$ cat src/rtl/sc_regcounter_pkg.sv
// rtl/sc_regcounter_pkg.sv - shared constants and width helpers for the multi-channel counter bank
package sc_regcounter_pkg;

    localparam logic DIR_UP    = 1'b1;
    localparam logic DIR_DOWN  = 1'b0;
    localparam logic MODE_WRAP = 1'b0;
    localparam logic MODE_SAT  = 1'b1;

    // Ceiling log2, usable in constant expressions.
    function automatic int clog2(input int value);
        int r;
        r = 0;
        for (int i = 0; i < 31; i++) begin
            if ((1 << i) < value) begin
                r = i + 1;
            end
        end
        return r;
    endfunction

    // Channel-select width: never narrower than one bit, even for a single channel.
    function automatic int sel_width(input int channels);
        return (clog2(channels) < 1) ? 1 : clog2(channels);
    endfunction

endpackage

$ cat src/rtl/sc_regcounter_multich_if.sv
// rtl/sc_regcounter_multich_if.sv - control/data bundle between game logic and the counter bank
interface sc_regcounter_multich_if
    import sc_regcounter_pkg::*;
#(
    parameter int DATAWIDTH = 8,
    parameter int CHANNELS  = 2
);
    localparam int SELW = sel_width(CHANNELS);

    logic                          SC_RegGENERAL_clear_InHigh;
    logic                          SC_RegGENERAL_load_InHigh;
    logic [SELW-1:0]               SC_RegGENERAL_chSel_InBUS;
    logic [DATAWIDTH-1:0]          SC_RegGENERAL_loadData_InBUS;
    logic [CHANNELS-1:0]           SC_RegGENERAL_en_InBUS;
    logic [CHANNELS-1:0]           SC_RegGENERAL_dir_InBUS;
    logic                          SC_RegGENERAL_sat_InHigh;
    logic [CHANNELS*DATAWIDTH-1:0] SC_RegGENERAL_data_OutBUS;
    logic [CHANNELS-1:0]           SC_RegGENERAL_tc_OutBUS;

    modport master (
        output SC_RegGENERAL_clear_InHigh,
        output SC_RegGENERAL_load_InHigh,
        output SC_RegGENERAL_chSel_InBUS,
        output SC_RegGENERAL_loadData_InBUS,
        output SC_RegGENERAL_en_InBUS,
        output SC_RegGENERAL_dir_InBUS,
        output SC_RegGENERAL_sat_InHigh,
        input  SC_RegGENERAL_data_OutBUS,
        input  SC_RegGENERAL_tc_OutBUS
    );

    modport slave (
        input  SC_RegGENERAL_clear_InHigh,
        input  SC_RegGENERAL_load_InHigh,
        input  SC_RegGENERAL_chSel_InBUS,
        input  SC_RegGENERAL_loadData_InBUS,
        input  SC_RegGENERAL_en_InBUS,
        input  SC_RegGENERAL_dir_InBUS,
        input  SC_RegGENERAL_sat_InHigh,
        output SC_RegGENERAL_data_OutBUS,
        output SC_RegGENERAL_tc_OutBUS
    );

endinterface

$ cat src/rtl/sc_regcounter_channel.sv
// rtl/sc_regcounter_channel.sv - one loadable up/down wrap/saturate counter with registered terminal count
module sc_regcounter_channel
    import sc_regcounter_pkg::*;
#(
    parameter int DATAWIDTH = 8,
    parameter int MAX_COUNT = 2**DATAWIDTH - 1
)(
    input  logic                 clk_i,
    input  logic                 rst_i,
    input  logic                 clear_i,
    input  logic                 load_i,
    input  logic [DATAWIDTH-1:0] load_val_i,
    input  logic                 step_i,
    input  logic                 dir_i,
    input  logic                 sat_i,
    output logic [DATAWIDTH-1:0] count_o,
    output logic                 tc_o
);

    localparam logic [DATAWIDTH-1:0] MAX_V   = MAX_COUNT[DATAWIDTH-1:0];
    localparam logic [DATAWIDTH:0]   MAX_EXT = {1'b0, MAX_V};

    logic [DATAWIDTH-1:0] count_q, count_d;
    logic                 tc_q, tc_d;
    logic [DATAWIDTH:0]   inc_w, dec_w;
    logic                 up_bound, dn_bound;

    // One extra bit: increment past MAX_COUNT and borrow below zero are both visible as bounds.
    assign inc_w    = {1'b0, count_q} + 1'b1;
    assign dec_w    = {1'b0, count_q} - 1'b1;
    assign up_bound = (inc_w > MAX_EXT);
    assign dn_bound = dec_w[DATAWIDTH];

    // Next state: clear > load > step > hold; tc only set by a step attempted at the bound.
    always_comb begin
        count_d = count_q;
        tc_d    = 1'b0;
        if (clear_i) begin
            count_d = '0;
        end else if (load_i) begin
            count_d = load_val_i;
        end else if (step_i) begin
            if (dir_i == DIR_UP) begin
                if (up_bound) begin
                    tc_d    = 1'b1;
                    count_d = (sat_i == MODE_SAT) ? MAX_V : '0;
                end else begin
                    count_d = inc_w[DATAWIDTH-1:0];
                end
            end else begin
                if (dn_bound) begin
                    tc_d    = 1'b1;
                    count_d = (sat_i == MODE_SAT) ? '0 : MAX_V;
                end else begin
                    count_d = dec_w[DATAWIDTH-1:0];
                end
            end
        end
    end

    // Count and tc registers, cleared asynchronously by reset.
    always_ff @(posedge clk_i or posedge rst_i) begin
        if (rst_i) begin
            count_q <= '0;
            tc_q    <= 1'b0;
        end else begin
            count_q <= count_d;
            tc_q    <= tc_d;
        end
    end

    assign count_o = count_q;
    assign tc_o    = tc_q;

endmodule

$ cat src/rtl/sc_regcounter_multich.sv
// rtl/sc_regcounter_multich.sv - multi-channel counter bank top; optional shared prescaler via SC_REGCOUNTER_PRESCALER_EN
module sc_regcounter_multich
    import sc_regcounter_pkg::*;
#(
    parameter int DATAWIDTH    = 8,
    parameter int CHANNELS     = 2,
    parameter int MAX_COUNT    = 2**DATAWIDTH - 1,
    parameter int PRESCALE_DIV = 50000000
)(
    input logic                  SC_RegGENERAL_CLOCK_50,
    input logic                  SC_RegGENERAL_RESET_InHigh,
    sc_regcounter_multich_if.slave bus
);

    localparam int                   SELW  = sel_width(CHANNELS);
    localparam logic [DATAWIDTH-1:0] MAX_V = MAX_COUNT[DATAWIDTH-1:0];

    logic [DATAWIDTH-1:0]          load_val;
    logic                          tick;
    logic [CHANNELS*DATAWIDTH-1:0] data_w;
    logic [CHANNELS-1:0]           tc_w;

    // Out-of-range load values saturate to the channel maximum.
    always_comb begin
        load_val = bus.SC_RegGENERAL_loadData_InBUS;
        if (bus.SC_RegGENERAL_loadData_InBUS > MAX_V) begin
            load_val = MAX_V;
        end
    end

`ifdef SC_REGCOUNTER_PRESCALER_EN
    localparam int              DIVW     = clog2(PRESCALE_DIV);
    localparam logic [DIVW-1:0] DIV_LAST = DIVW'(PRESCALE_DIV - 1);

    logic [DIVW-1:0] div_q, div_d;

    // Shared divider: ticks on its last value, restarted by clear.
    always_comb begin
        div_d = div_q + 1'b1;
        if (bus.SC_RegGENERAL_clear_InHigh || (div_q == DIV_LAST)) begin
            div_d = '0;
        end
    end

    // Divider register.
    always_ff @(posedge SC_RegGENERAL_CLOCK_50 or posedge SC_RegGENERAL_RESET_InHigh) begin
        if (SC_RegGENERAL_RESET_InHigh) begin
            div_q <= '0;
        end else begin
            div_q <= div_d;
        end
    end

    assign tick = (div_q == DIV_LAST);
`else
    assign tick = 1'b1;
`endif

    for (genvar i = 0; i < CHANNELS; i++) begin : g_ch
        logic load_hit;

        // A select value with no matching channel loads nothing.
        assign load_hit = bus.SC_RegGENERAL_load_InHigh &&
                          (bus.SC_RegGENERAL_chSel_InBUS == SELW'(i));

        sc_regcounter_channel #(
            .DATAWIDTH (DATAWIDTH),
            .MAX_COUNT (MAX_COUNT)
        ) u_ch (
            .clk_i      (SC_RegGENERAL_CLOCK_50),
            .rst_i      (SC_RegGENERAL_RESET_InHigh),
            .clear_i    (bus.SC_RegGENERAL_clear_InHigh),
            .load_i     (load_hit),
            .load_val_i (load_val),
            .step_i     (bus.SC_RegGENERAL_en_InBUS[i] & tick),
            .dir_i      (bus.SC_RegGENERAL_dir_InBUS[i]),
            .sat_i      (bus.SC_RegGENERAL_sat_InHigh),
            .count_o    (data_w[i*DATAWIDTH +: DATAWIDTH]),
            .tc_o       (tc_w[i])
        );
    end

    assign bus.SC_RegGENERAL_data_OutBUS = data_w;
    assign bus.SC_RegGENERAL_tc_OutBUS   = tc_w;

endmodule
$ cat src/flat_wrapper.sv
// flat-port wrapper written by rule: the top's interface ports become plain ports
module sc_regcounter_multich_flat import sc_regcounter_pkg::*;
#(
    parameter int DATAWIDTH    = 8,
    parameter int CHANNELS     = 2,
    parameter int MAX_COUNT    = 2**DATAWIDTH - 1,
    parameter int PRESCALE_DIV = 50000000
)
  (SC_RegGENERAL_CLOCK_50, SC_RegGENERAL_RESET_InHigh, bus_SC_RegGENERAL_clear_InHigh, bus_SC_RegGENERAL_load_InHigh, bus_SC_RegGENERAL_chSel_InBUS, bus_SC_RegGENERAL_loadData_InBUS, bus_SC_RegGENERAL_en_InBUS, bus_SC_RegGENERAL_dir_InBUS, bus_SC_RegGENERAL_sat_InHigh, bus_SC_RegGENERAL_data_OutBUS, bus_SC_RegGENERAL_tc_OutBUS);
  sc_regcounter_multich_if #(.DATAWIDTH(DATAWIDTH), .CHANNELS(CHANNELS)) bus_i ();
  input logic SC_RegGENERAL_CLOCK_50;
  input logic SC_RegGENERAL_RESET_InHigh;
  input wire logic [$bits(bus_i.SC_RegGENERAL_clear_InHigh)-1:0] bus_SC_RegGENERAL_clear_InHigh;
  input wire logic [$bits(bus_i.SC_RegGENERAL_load_InHigh)-1:0] bus_SC_RegGENERAL_load_InHigh;
  input wire logic [$bits(bus_i.SC_RegGENERAL_chSel_InBUS)-1:0] bus_SC_RegGENERAL_chSel_InBUS;
  input wire logic [$bits(bus_i.SC_RegGENERAL_loadData_InBUS)-1:0] bus_SC_RegGENERAL_loadData_InBUS;
  input wire logic [$bits(bus_i.SC_RegGENERAL_en_InBUS)-1:0] bus_SC_RegGENERAL_en_InBUS;
  input wire logic [$bits(bus_i.SC_RegGENERAL_dir_InBUS)-1:0] bus_SC_RegGENERAL_dir_InBUS;
  input wire logic [$bits(bus_i.SC_RegGENERAL_sat_InHigh)-1:0] bus_SC_RegGENERAL_sat_InHigh;
  output wire logic [$bits(bus_i.SC_RegGENERAL_data_OutBUS)-1:0] bus_SC_RegGENERAL_data_OutBUS;
  output wire logic [$bits(bus_i.SC_RegGENERAL_tc_OutBUS)-1:0] bus_SC_RegGENERAL_tc_OutBUS;
  assign bus_i.SC_RegGENERAL_clear_InHigh = bus_SC_RegGENERAL_clear_InHigh;
  assign bus_i.SC_RegGENERAL_load_InHigh = bus_SC_RegGENERAL_load_InHigh;
  assign bus_i.SC_RegGENERAL_chSel_InBUS = bus_SC_RegGENERAL_chSel_InBUS;
  assign bus_i.SC_RegGENERAL_loadData_InBUS = bus_SC_RegGENERAL_loadData_InBUS;
  assign bus_i.SC_RegGENERAL_en_InBUS = bus_SC_RegGENERAL_en_InBUS;
  assign bus_i.SC_RegGENERAL_dir_InBUS = bus_SC_RegGENERAL_dir_InBUS;
  assign bus_i.SC_RegGENERAL_sat_InHigh = bus_SC_RegGENERAL_sat_InHigh;
  assign bus_SC_RegGENERAL_data_OutBUS = bus_i.SC_RegGENERAL_data_OutBUS;
  assign bus_SC_RegGENERAL_tc_OutBUS = bus_i.SC_RegGENERAL_tc_OutBUS;
  sc_regcounter_multich #(.DATAWIDTH(DATAWIDTH), .CHANNELS(CHANNELS), .MAX_COUNT(MAX_COUNT), .PRESCALE_DIV(PRESCALE_DIV)) u_core (.SC_RegGENERAL_CLOCK_50(SC_RegGENERAL_CLOCK_50), .SC_RegGENERAL_RESET_InHigh(SC_RegGENERAL_RESET_InHigh), .bus(bus_i));
endmodule
$ cat config.mk
export PLATFORM = sky130hd
export DESIGN_NAME = sc_regcounter_multich_flat
export DESIGN_NICKNAME = d
export VERILOG_FILES = /design/src/rtl/sc_regcounter_pkg.sv /design/src/rtl/sc_regcounter_multich_if.sv /design/src/rtl/sc_regcounter_channel.sv /design/src/rtl/sc_regcounter_multich.sv /design/src/flat_wrapper.sv
export SDC_FILE = /design/constraint.sdc
export NUM_CORES = 1
export LEC_CHECK = 0
export BUFFER_PORTS_ARGS = -buffer_cell sky130_fd_sc_hd__buf_4
export CAP_MARGIN = 20
export CORE_AREA = 5 5 71 73
export DETAILED_ROUTE_END_ITERATION = 12
export DIE_AREA = 0 0 76 78
export GPL_ROUTABILITY_DRIVEN = 0
export PLACE_DENSITY = 0.71
export SLEW_MARGIN = 20
export SYNTH_ARGS = -nofsm -noshare
export SYNTH_HDL_FRONTEND = slang
export SYNTH_SLANG_ARGS = --single-unit
export TNS_END_PERCENT = 1
$ cat constraint.sdc
create_clock -name SC_RegGENERAL_CLOCK_50 -period 2.36 [get_ports SC_RegGENERAL_CLOCK_50]
set_input_delay 0.236 -clock SC_RegGENERAL_CLOCK_50 [delete_from_list [all_inputs] [get_ports SC_RegGENERAL_CLOCK_50]]
set_output_delay 0.236 -clock SC_RegGENERAL_CLOCK_50 [all_outputs]
set_load 0.1 [all_outputs]
* Word level (Yosys, flattened, before mapping)
Index checks and enable logic that the tools add are counted.
** Cells by class
- Add/sub/neg operators :: 4
- Order comparisons :: 3
- Mux-type cells :: 27
- Bitwise gates (word level) :: 1
- Reductions and logical operators :: 4
** Operator list (count)
- $mux W8 :: 15
- $add A8 B1 Y9 const B :: 2
- $gt A9 B8 Y1 const B :: 2
- $sub A8 B1 Y9 const B :: 2
- $mux W1 :: 12
- $gt A8 B8 Y1 const B :: 1
- $reduce_bool A3 Y1 :: 2
- $logic_and A1 B1 Y1 :: 2
- $not A1 Y1 :: 1
** Word-level totals
- Register bits :: 18
- Input port bits :: 18
- Output and inout bits :: 18
- Word-level logic and storage cells :: 43

* Longest topological paths before layout
Gate-level depths: netlist of the first run.
- Depth in word-level cells :: 7
- Mapped depth :: 8

* Modules after synthesis
Synthesis of the first run repeated with hierarchy kept, for this count alone.
** Unflattened totals
- Cell total of the unflattened synthesis :: 310
- Area, all modules :: 2285.9 um2
** By module, submodules not included
- sc_regcounter_channel :: instances 2, cells each 154, area each 1134.8 um2
- sc_regcounter_multich :: instances 1, cells each 2, area each 16.3 um2

* Worst setup path after synthesis of the first run
No wires, ideal clock.
- Path kind :: register -> register
- Start :: register u_core.g_ch[1].u_ch.count_q[0]
- End :: register u_core.g_ch[1].u_ch.count_q[1]
- Library setup time :: 0.099 ns
- Arrival time :: 2.553 ns
- Data required time :: 2.261 ns
- Path slack :: -0.292 ns
- Cell stages (with the launch flop) :: 9
- Path buffers :: 1
- Cell sequence :: dfrtp_1 > buf_2 > inv_1 > ha_1 > nand4bb_1 > nor3_1 > a22o_1 > a41oi_1 > a311oi_1
** Between the ends
- Longest elaborated chain between the ends :: 7
- Elaborated cells between the ends (all ways) :: 9
** RTL lines
- start, declared :: RTL line sc_regcounter_channel.sv:23 : logic [DATAWIDTH-1:0] count_q, count_d;
- start signal, assigned :: RTL line sc_regcounter_channel.sv:67 : count_q <= count_d;
- $add A8 B1 Y9 :: RTL line sc_regcounter_channel.sv:29 : assign inc_w = {1'b0, count_q} + 1'b1;
- $gt A9 B8 Y1 :: RTL line sc_regcounter_channel.sv:31 : assign up_bound = (inc_w > MAX_EXT);
- $mux W8 :: RTL line sc_regcounter_channel.sv:44 : if (up_bound) begin
- $mux W8 * :: RTL line sc_regcounter_channel.sv:43 : if (dir_i == DIR_UP) begin
- $mux W8 * :: RTL line sc_regcounter_channel.sv:42 : end else if (step_i) begin
- $mux W8 * :: RTL line sc_regcounter_channel.sv:40 : end else if (load_i) begin
- $mux W8 * :: RTL line sc_regcounter_channel.sv:38 : if (clear_i) begin
Every way passes the cells marked *; elsewhere a longest branch is shown, timed or not. The select of a mux whose other input is x is not followed.
A chain may end at the register's enable or synchronous reset.

* Worst setup path in the final report of the first run
- Start :: register u_core.g_ch[0].u_ch.count_q[1]
- End :: register u_core.g_ch[0].u_ch.count_q[5]
** Between the ends
- Longest elaborated chain between the ends :: 7
- Elaborated cells between the ends (all ways) :: 9
** RTL lines (RTL line)
- start, declared :: sc_regcounter_channel.sv:23
- start signal, assigned :: sc_regcounter_channel.sv:67
- $add A8 B1 Y9 :: sc_regcounter_channel.sv:29
- $gt A9 B8 Y1 :: sc_regcounter_channel.sv:31
- $mux W8 :: sc_regcounter_channel.sv:44
- $mux W8 * :: sc_regcounter_channel.sv:43
- $mux W8 * :: sc_regcounter_channel.sv:42
- $mux W8 * :: sc_regcounter_channel.sv:40
- $mux W8 * :: sc_regcounter_channel.sv:38
Marked as above.

==> results of run 1 <==
==> registers in the layout, summed over array words and instances (netlist names) <==
signal / count
u_core.g_ch.u_ch.tc_o: 2
u_core.g_ch.u_ch.count_o: 16
==> where the power goes <==
part	leakage, nW	internal [W]	total [W]	switching [W]
Combinational	0.709	0.000257	0.000743	0.000486
Clock	0.0228	0.000120	0.000226	0.000106
Sequential	0.231	0.000339	0.000416	0.0000769
Total	0.963	0.000717	0.00139	0.000669
==> cell usage in the layout, fill, tap and decap left out, types with 3 or more instances in the layout <==
master,Yosys,layout
a22oi_1,4,4
nand3_1,10,10
o31ai_1,3,3
ha_1,6,6
nor4b_1,5,5
a31oi_1,9,9
mux2i_1,4,4
clkbuf_8,0,3
buf_4,3,45
nand2b_1,3,3
nor2b_1,4,4
inv_1,12,12
and2_1,5,5
xnor2_1,8,8
o21ai_0,11,11
nor3_1,12,12
dfrtp_2,0,6
or3_1,4,4
a21oi_1,21,21
o22ai_1,5,5
nor3b_1,7,7
o41ai_1,4,4
a41oi_1,3,3
dfrtp_1,18,12
nor2_1,13,13
nand2_1,25,25
nand4_1,3,3
==> metrics by stage <==
step | hold WS, ps | setup WS [ps] | instances | area (sq um) | util, %
after global placement | 401.3 | 273.4 | 347 | 2390 | 55.65
after global routing | 174.9 | 29.95 | 351 | 2435 | 56.70
after CTS | 124.7 | 193.0 | 351 | 2435 | 56.70
final | 96.57 | 168.4 | 351 | 2435 | 56.70
after floorplan | 174.2 | -45.72 | 277 | 2115 | -
after detailed placement | 408.7 | 225.9 | 347 | 2390 | 55.65
==> cell usage after synthesis, drive strengths merged (5+ instances only) <==
cell type,n,area [sq um]
a21oi,21,105.1
a31oi,9,56.30
and2,5,31.28
buf,11,67.56
clkbuf,16,60.06
dfrtp,18,450.4
ha,6,75.07
inv,12,45.04
nand2,25,93.84
nand3,11,60.06
nor2,13,48.80
nor3,13,76.33
nor3b,7,52.55
nor4b,6,67.56
o21ai,12,60.05
o22ai,5,31.28
or3,5,36.28
xnor2,8,70.07
==> logic make-up after synthesis <==
family | after synthesis
compound gates | 90
mux | 6
xor+xnor | 9
flops | 18
simple gates | 109
fa+ha+maj | 6
buf+inv | 39
==> routing by layer <==
metal | global-route usage, % | wire length (um) | vias up | share of wire (%)
met5 | 0 | 0 | - | 0
met1 | 24.54 | 2539 | 1016 | 42
met2 | 36.73 | 3080 | 78 | 51
met4 | 8.719 | 83 | 0 | 1.4
met3 | 3.125 | 369 | 8 | 6.1
li1 | - | - | 1088 | -
==> critical path: stages (launching register included) <==
cell and delay (ps):
dfrtp_2 460, inv_1 90, ha_1 200, or4b_4 520, nor3_4 230, mux2i_1 210
a31oi_1 110, o32ai_1 260
==> layout make-up <==
| cell class | instances | area [sq um] |
|---|---|---|
| clock buffers | 4 | 45.04 |
| fillers | 415 | 1859 |
| inverters | 12 | 45.04 |
| multi-input cells | 220 | 1484 |
| flip-flops and latches | 18 | 457.9 |
| well taps | 52 | 65.06 |
| repair buffers | 45 | 337.8 |
==> how the worst min path moves through the flow <==
stage,slack [ps],cells past startpoint,to,from
finish,100,2,u_core.g_ch[1].u_ch.tc_o,SC_RegGENERAL_RESET_InHigh
detailed placement,410,2,u_core.g_ch[1].u_ch.tc_o,SC_RegGENERAL_RESET_InHigh
floorplan,170,1,u_core.g_ch[0].u_ch.count_o[2],SC_RegGENERAL_RESET_InHigh
global placement,400,2,u_core.g_ch[1].u_ch.tc_o,SC_RegGENERAL_RESET_InHigh
CTS,120,2,u_core.g_ch[1].u_ch.tc_o,SC_RegGENERAL_RESET_InHigh
global route,170,2,u_core.g_ch[1].u_ch.tc_o,SC_RegGENERAL_RESET_InHigh
==> run_results.csv, run 1 <==
group,metric,value,unit
global_route,overflow,0,
logic_synthesis,synth_top_family_by_area,"simple AND/OR/NAND/NOR gates",
logic_synthesis,synth_fp_nets,301,
clock_tree,cts_buffers,3,
clock_tree,clock_latency,260,ps
logic_synthesis,ys_warn_count,0,
drt,drt_iter0_markers,201,
logic_synthesis,avgSynthCellArea,7.607,sq um
sta,fin_crit_sh,92.87,%
floorplanning,io_pins,36,
drt,drtPass1Iterations,5,
status,status,"completed",
logic_synthesis,synthCells,277,
logic_synthesis,muxShareOfSynthArea,2.969,%
clock_tree,cts.sinks,18,
hold_path,holdCritPathClass,"in -> async",
drt,via_count,2190,
drt,routed_wl,6.074,mm
pwr,p_total,0.001385,W
global_route,grt_pass1_wl,10.36,mm
floorplanning,die_h,78,um
layout,layout.nets,324,
drt,wl_per_cell,17.30,um
logic_synthesis,ys_types,65,
logic_synthesis,synth_seq_area_share,21.38,%
logic_synthesis,synth-simple-area-share,30.76,%
pwr,p_leak,0.9630,nW
sta,rsz0062_at_grt,"no",
sta,slew_headroom,51.14,%
job,drv_cap,0,
sta,slew_viol_final,0,
setup_path,r2r_cells,7,
global_route,antenna_found_initial,0,
drt,route.detailed.drc,0,
setup_path,rr_startpoint,"u_core.g_ch[0].u_ch.count_o[1]",
global_route,grt_pass1_vias,2152,
drt,drtAntennaViolNets,0,
clock_tree,hold_buffers,0,
layout,n_antenna_cell,0,
clock_tree,h-tree-depth,1,
setup_path,setup.worst_path.start_class,"flop",
floorplanning,fp.dieW,76,um
clock_tree,cts_root_buf,"clkbuf_8",
global_route,grt_usage,20.64,%
sta,finClkSkew,9.416,ps
logic_synthesis,synth_compound_area_share,29.39,%
clock_tree,cts_tree,"done",
floorplanning,rows,24,
logic_synthesis,synth-seq-cells,18,
floorplanning,die_area,0.005928,sq mm
setup_path,worstPathArrival,2340,ps
logic_synthesis,synth_fa_ha_area_share,3.563,%
clock_tree,clk_pin_slew_worst_paths,70,ps
clock_tree,ctsResizeCount,0,
pwr,vdd_drop_max,0.2801,mV
placement,portBuffers,35,
logic_synthesis,synth_area,0.002107,sq mm
setup_path,critical_path_class,"reg -> reg",
floorplanning,coreArea,0.004294,sq mm
logic_synthesis,synth_ff_type,"dfrtp_1",
sta,setup_viol,0,
setup_path,r2r_slack,170,ps
logic_synthesis,synthXorXnorAreaFrac,3.741,%
logic_synthesis,synthArstFlopShare,100.0,%
placement,dp_hpwl,4.688,mm
sta,fmax,0.4563,GHz
floorplanning,initial_core_util,49.07,%
layout,syn2layout_area_growth,15.56,%
setup_path,endpoint,"u_core.g_ch[0].u_ch.count_o[5]",
sta,hold_viol,0,
setup_path,critPathCaptureType,"flop",
drt,vias_per_cell,6.239,
global_route,grt_max_degree,25,
clock_tree,clockBufferDepth,2,
logic_synthesis,synth_edf_count,0,
sta,timing.final.crit_period,2192,ps
layout,drive_gt1_share,22.07,%
sta,final.setup.tns,0,ps
setup_path,critPathMaxFanout,8,
setup_path,crit_required,2510,ps
setup_path,crit_start,"u_core.g_ch[0].u_ch.count_o[1]",
sta,tightest_slew,732.1,ps
setup_path,r2r_end,"u_core.g_ch[0].u_ch.count_o[5]",
pwr,powerDensity,568.9,mW/mm^2
clock_tree,cts_setup_buffers,0,
Note: power is estimated with default switching activity, not from simulation.
==> run 2: changes to the inputs <==
Settings changed: PLACE_DENSITY 0.71 to 0.75, SETUP_SLACK_MARGIN set to 0.3, SLEW_MARGIN 20 to unset.
==> run 2 against run 1 <==
Compared with the run above:
- fmax grew 2.2%
- global-route usage shrank 0.62 points
- sequential share of layout area grew 0.14 points
- cell area grew 4.4%
- sequential power grew 4.8%
- total power grew 4.0%
- clock power grew 3%
- setup slack gained 47 ps
- critical path type unchanged
- critical endpoint is now u_core.g_ch[1].u_ch.count_o[7]
- largest power group unchanged
- highest routed layer unchanged
==> run_results.csv, run 2 (synthesis results as in run 1) <==
group,metric,value,unit
status,status,"completed",
sta,setup_viol,0,
clock_tree,clockBufferDepth,2,
global_route,antenna_found_initial,0,
drt,routed_wl,6.240,mm
clock_tree,cts_tree,"done",
floorplanning,fp.dieW,76,um
drt,vias_per_cell,6.506,
pwr,power_frac_comb,53.5,%
layout,final_cell_mix,"buf_4 (46), nand2_1 (25), a21oi_1 (21)",
layout,final_area,0.002542,sq mm
drt,route.detailed.drc,0,
placement,dp_hpwl,4.574,mm
sta,hold_viol,0,
sta,finClkSkew,7.927,ps
clock_tree,hold_buffers,0,
floorplanning,coreArea,0.004294,sq mm
global_route,grt_pass1_wl,10.02,mm
pwr,cellInternalPower,0.0007471,W
pwr,seqPwrFrac,30.3,%
floorplanning,die_area,0.005928,sq mm
global_route,grt_usage,20.02,%
sta,final.setup.tns,0,ps
global_route,grt_max_degree,25,
layout,syn2layout_area_growth,20.67,%
drt,drt_iter0_markers,286,
sta,rsz0062_at_grt,"yes",
drt,drtPass1Iterations,7,
floorplanning,initial_core_util,49.07,%
job,drv_cap,0,
pwr,vdd_drop_max,0.3029,mV
setup_path,rr_startpoint,"u_core.g_ch[1].u_ch.count_o[1]",
sta,slew_viol_final,0,
floorplanning,io_pins,36,
clock_tree,cts_buffers,3,
clock_tree,h-tree-depth,1,
sta,timing.final.crit_period,2145,ps
floorplanning,rows,24,
sta,fin_crit_sh,90.89,%
drt,wl_per_cell,17.73,um
pwr,p_sw,0.0006936,W
sta,slew_headroom,50.02,%
pwr,p_leak,0.9668,nW
layout,n_antenna_cell,0,
hold_path,holdCritPathClass,"in -> async",
layout,drive_gt1_share,29.67,%
pwr,pwr-share-clk,16.2,%
global_route,grt_pass1_vias,2031,
clock_tree,cts.sinks,18,
floorplanning,die_h,78,um
clock_tree,cts_root_buf,"clkbuf_8",
global_route,overflow,0,
drt,drtAntennaViolNets,0,
pwr,powerDensity,566.7,mW/mm^2
setup_path,crit_required,2520,ps
layout,largest_register_ffs,16,
setup_path,critical_path_class,"reg -> reg",
pwr,p_sw_share,48.14,%
layout,nFillCells,409,
drt,via_count,2290,
setup_path,crit_start,"u_core.g_ch[1].u_ch.count_o[1]",
setup_path,worstPathArrival,2300,ps
setup_path,critPathMaxFanout,9,
sta,fmax,0.4662,GHz
placement,dpl-instance-area,0.002414,sq mm
sta,tightest_slew,748.9,ps
layout,layout.nets,325,
clock_tree,clk_pin_slew_worst_paths,80,ps
clock_tree,clock_latency,260,ps
setup_path,setup.worst_path.start_class,"flop",
layout,final_common_cell,"buf_4",
setup_path,critPathCaptureType,"flop",
placement,portBuffers,35,
run 2: what timing repair did:
item	4_1_cts	5_1_grt
resized for setup	0	6
setup endpoints to repair	3	14
setup buffers	0	6
pin swaps	0	3
run 2: worst paths after layout:
path / end / slack (ps) / cells after the start
min in group SC_RegGENERAL_CLOCK_50: u_core.g_ch[1].u_ch.count_o[6] / 270 / 3
max reg2reg: u_core.g_ch[1].u_ch.count_o[7] / 210 / 6
min: u_core.g_ch[0].u_ch.count_o[5] / 110 / 2
min reg2reg: u_core.g_ch[0].u_ch.count_o[6] / 670 / 2
max: u_core.g_ch[1].u_ch.count_o[7] / 210 / 6
max in group asynchronous: u_core.g_ch[0].u_ch.count_o[0] / 1700 / 2
run 2: power by group through the flow:
stage / Combinational [W] / Sequential [W] / Clock [W]
after floorplan: 0.000417 / 0.000597 / 0
after global routing: 0.000824 / 0.000445 / 0.000252
after CTS: 0.000738 / 0.000437 / 0.000238
after detailed placement: 0.000736 / 0.000444 / 0
final: 0.000771 / 0.000436 / 0.000233
after global placement: 0.000726 / 0.000443 / 0
run 2: per-stage QoR:
stage	setup slack [ps]	util, %	hold slack, ps	std cells	total power, W
after floorplan	262.0	-	174.0	277	0.001014
after global placement	341.0	56.21	404.0	342	0.001168
after detailed placement	285.7	56.21	415.8	342	0.001180
after CTS	272.8	57.26	136.3	346	0.001414
after global routing	228.7	59.21	178.7	352	0.001521
final	214.9	59.21	110.7	352	0.001441
run 2: layer usage:
layer  vias up  GRT usage, %  routed length (um)
met5         -             0                   0
met3        11         2.778                 410
met1      1078         26.48                2639
met4         0         6.584                  86
li1       1099             -                   -
met2       102         33.48                3105
run 2: worst max-delay path, cell delays in order (launching register included):
cell      delay [ps]
dfrtp_4          520
buf_4            160
nor2_1           160
nor4b_1          560
mux2i_1          260
o211ai_1         100
o32ai_1          290
run 2: cell type report:
| type | count | area, sq um | share of cell area (%) |
|---|---|---|---|
| Clock buffer | 4 | 45.04 | 1.772 |
| Multi-Input combinational cell | 220 | 1555 | 61.17 |
| Sequential cell | 18 | 481.7 | 18.95 |
| Inverter | 12 | 50.05 | 1.969 |
| Timing Repair Buffer | 46 | 345.3 | 13.58 |
| Tap cell | 52 | 65.06 | 2.559 |
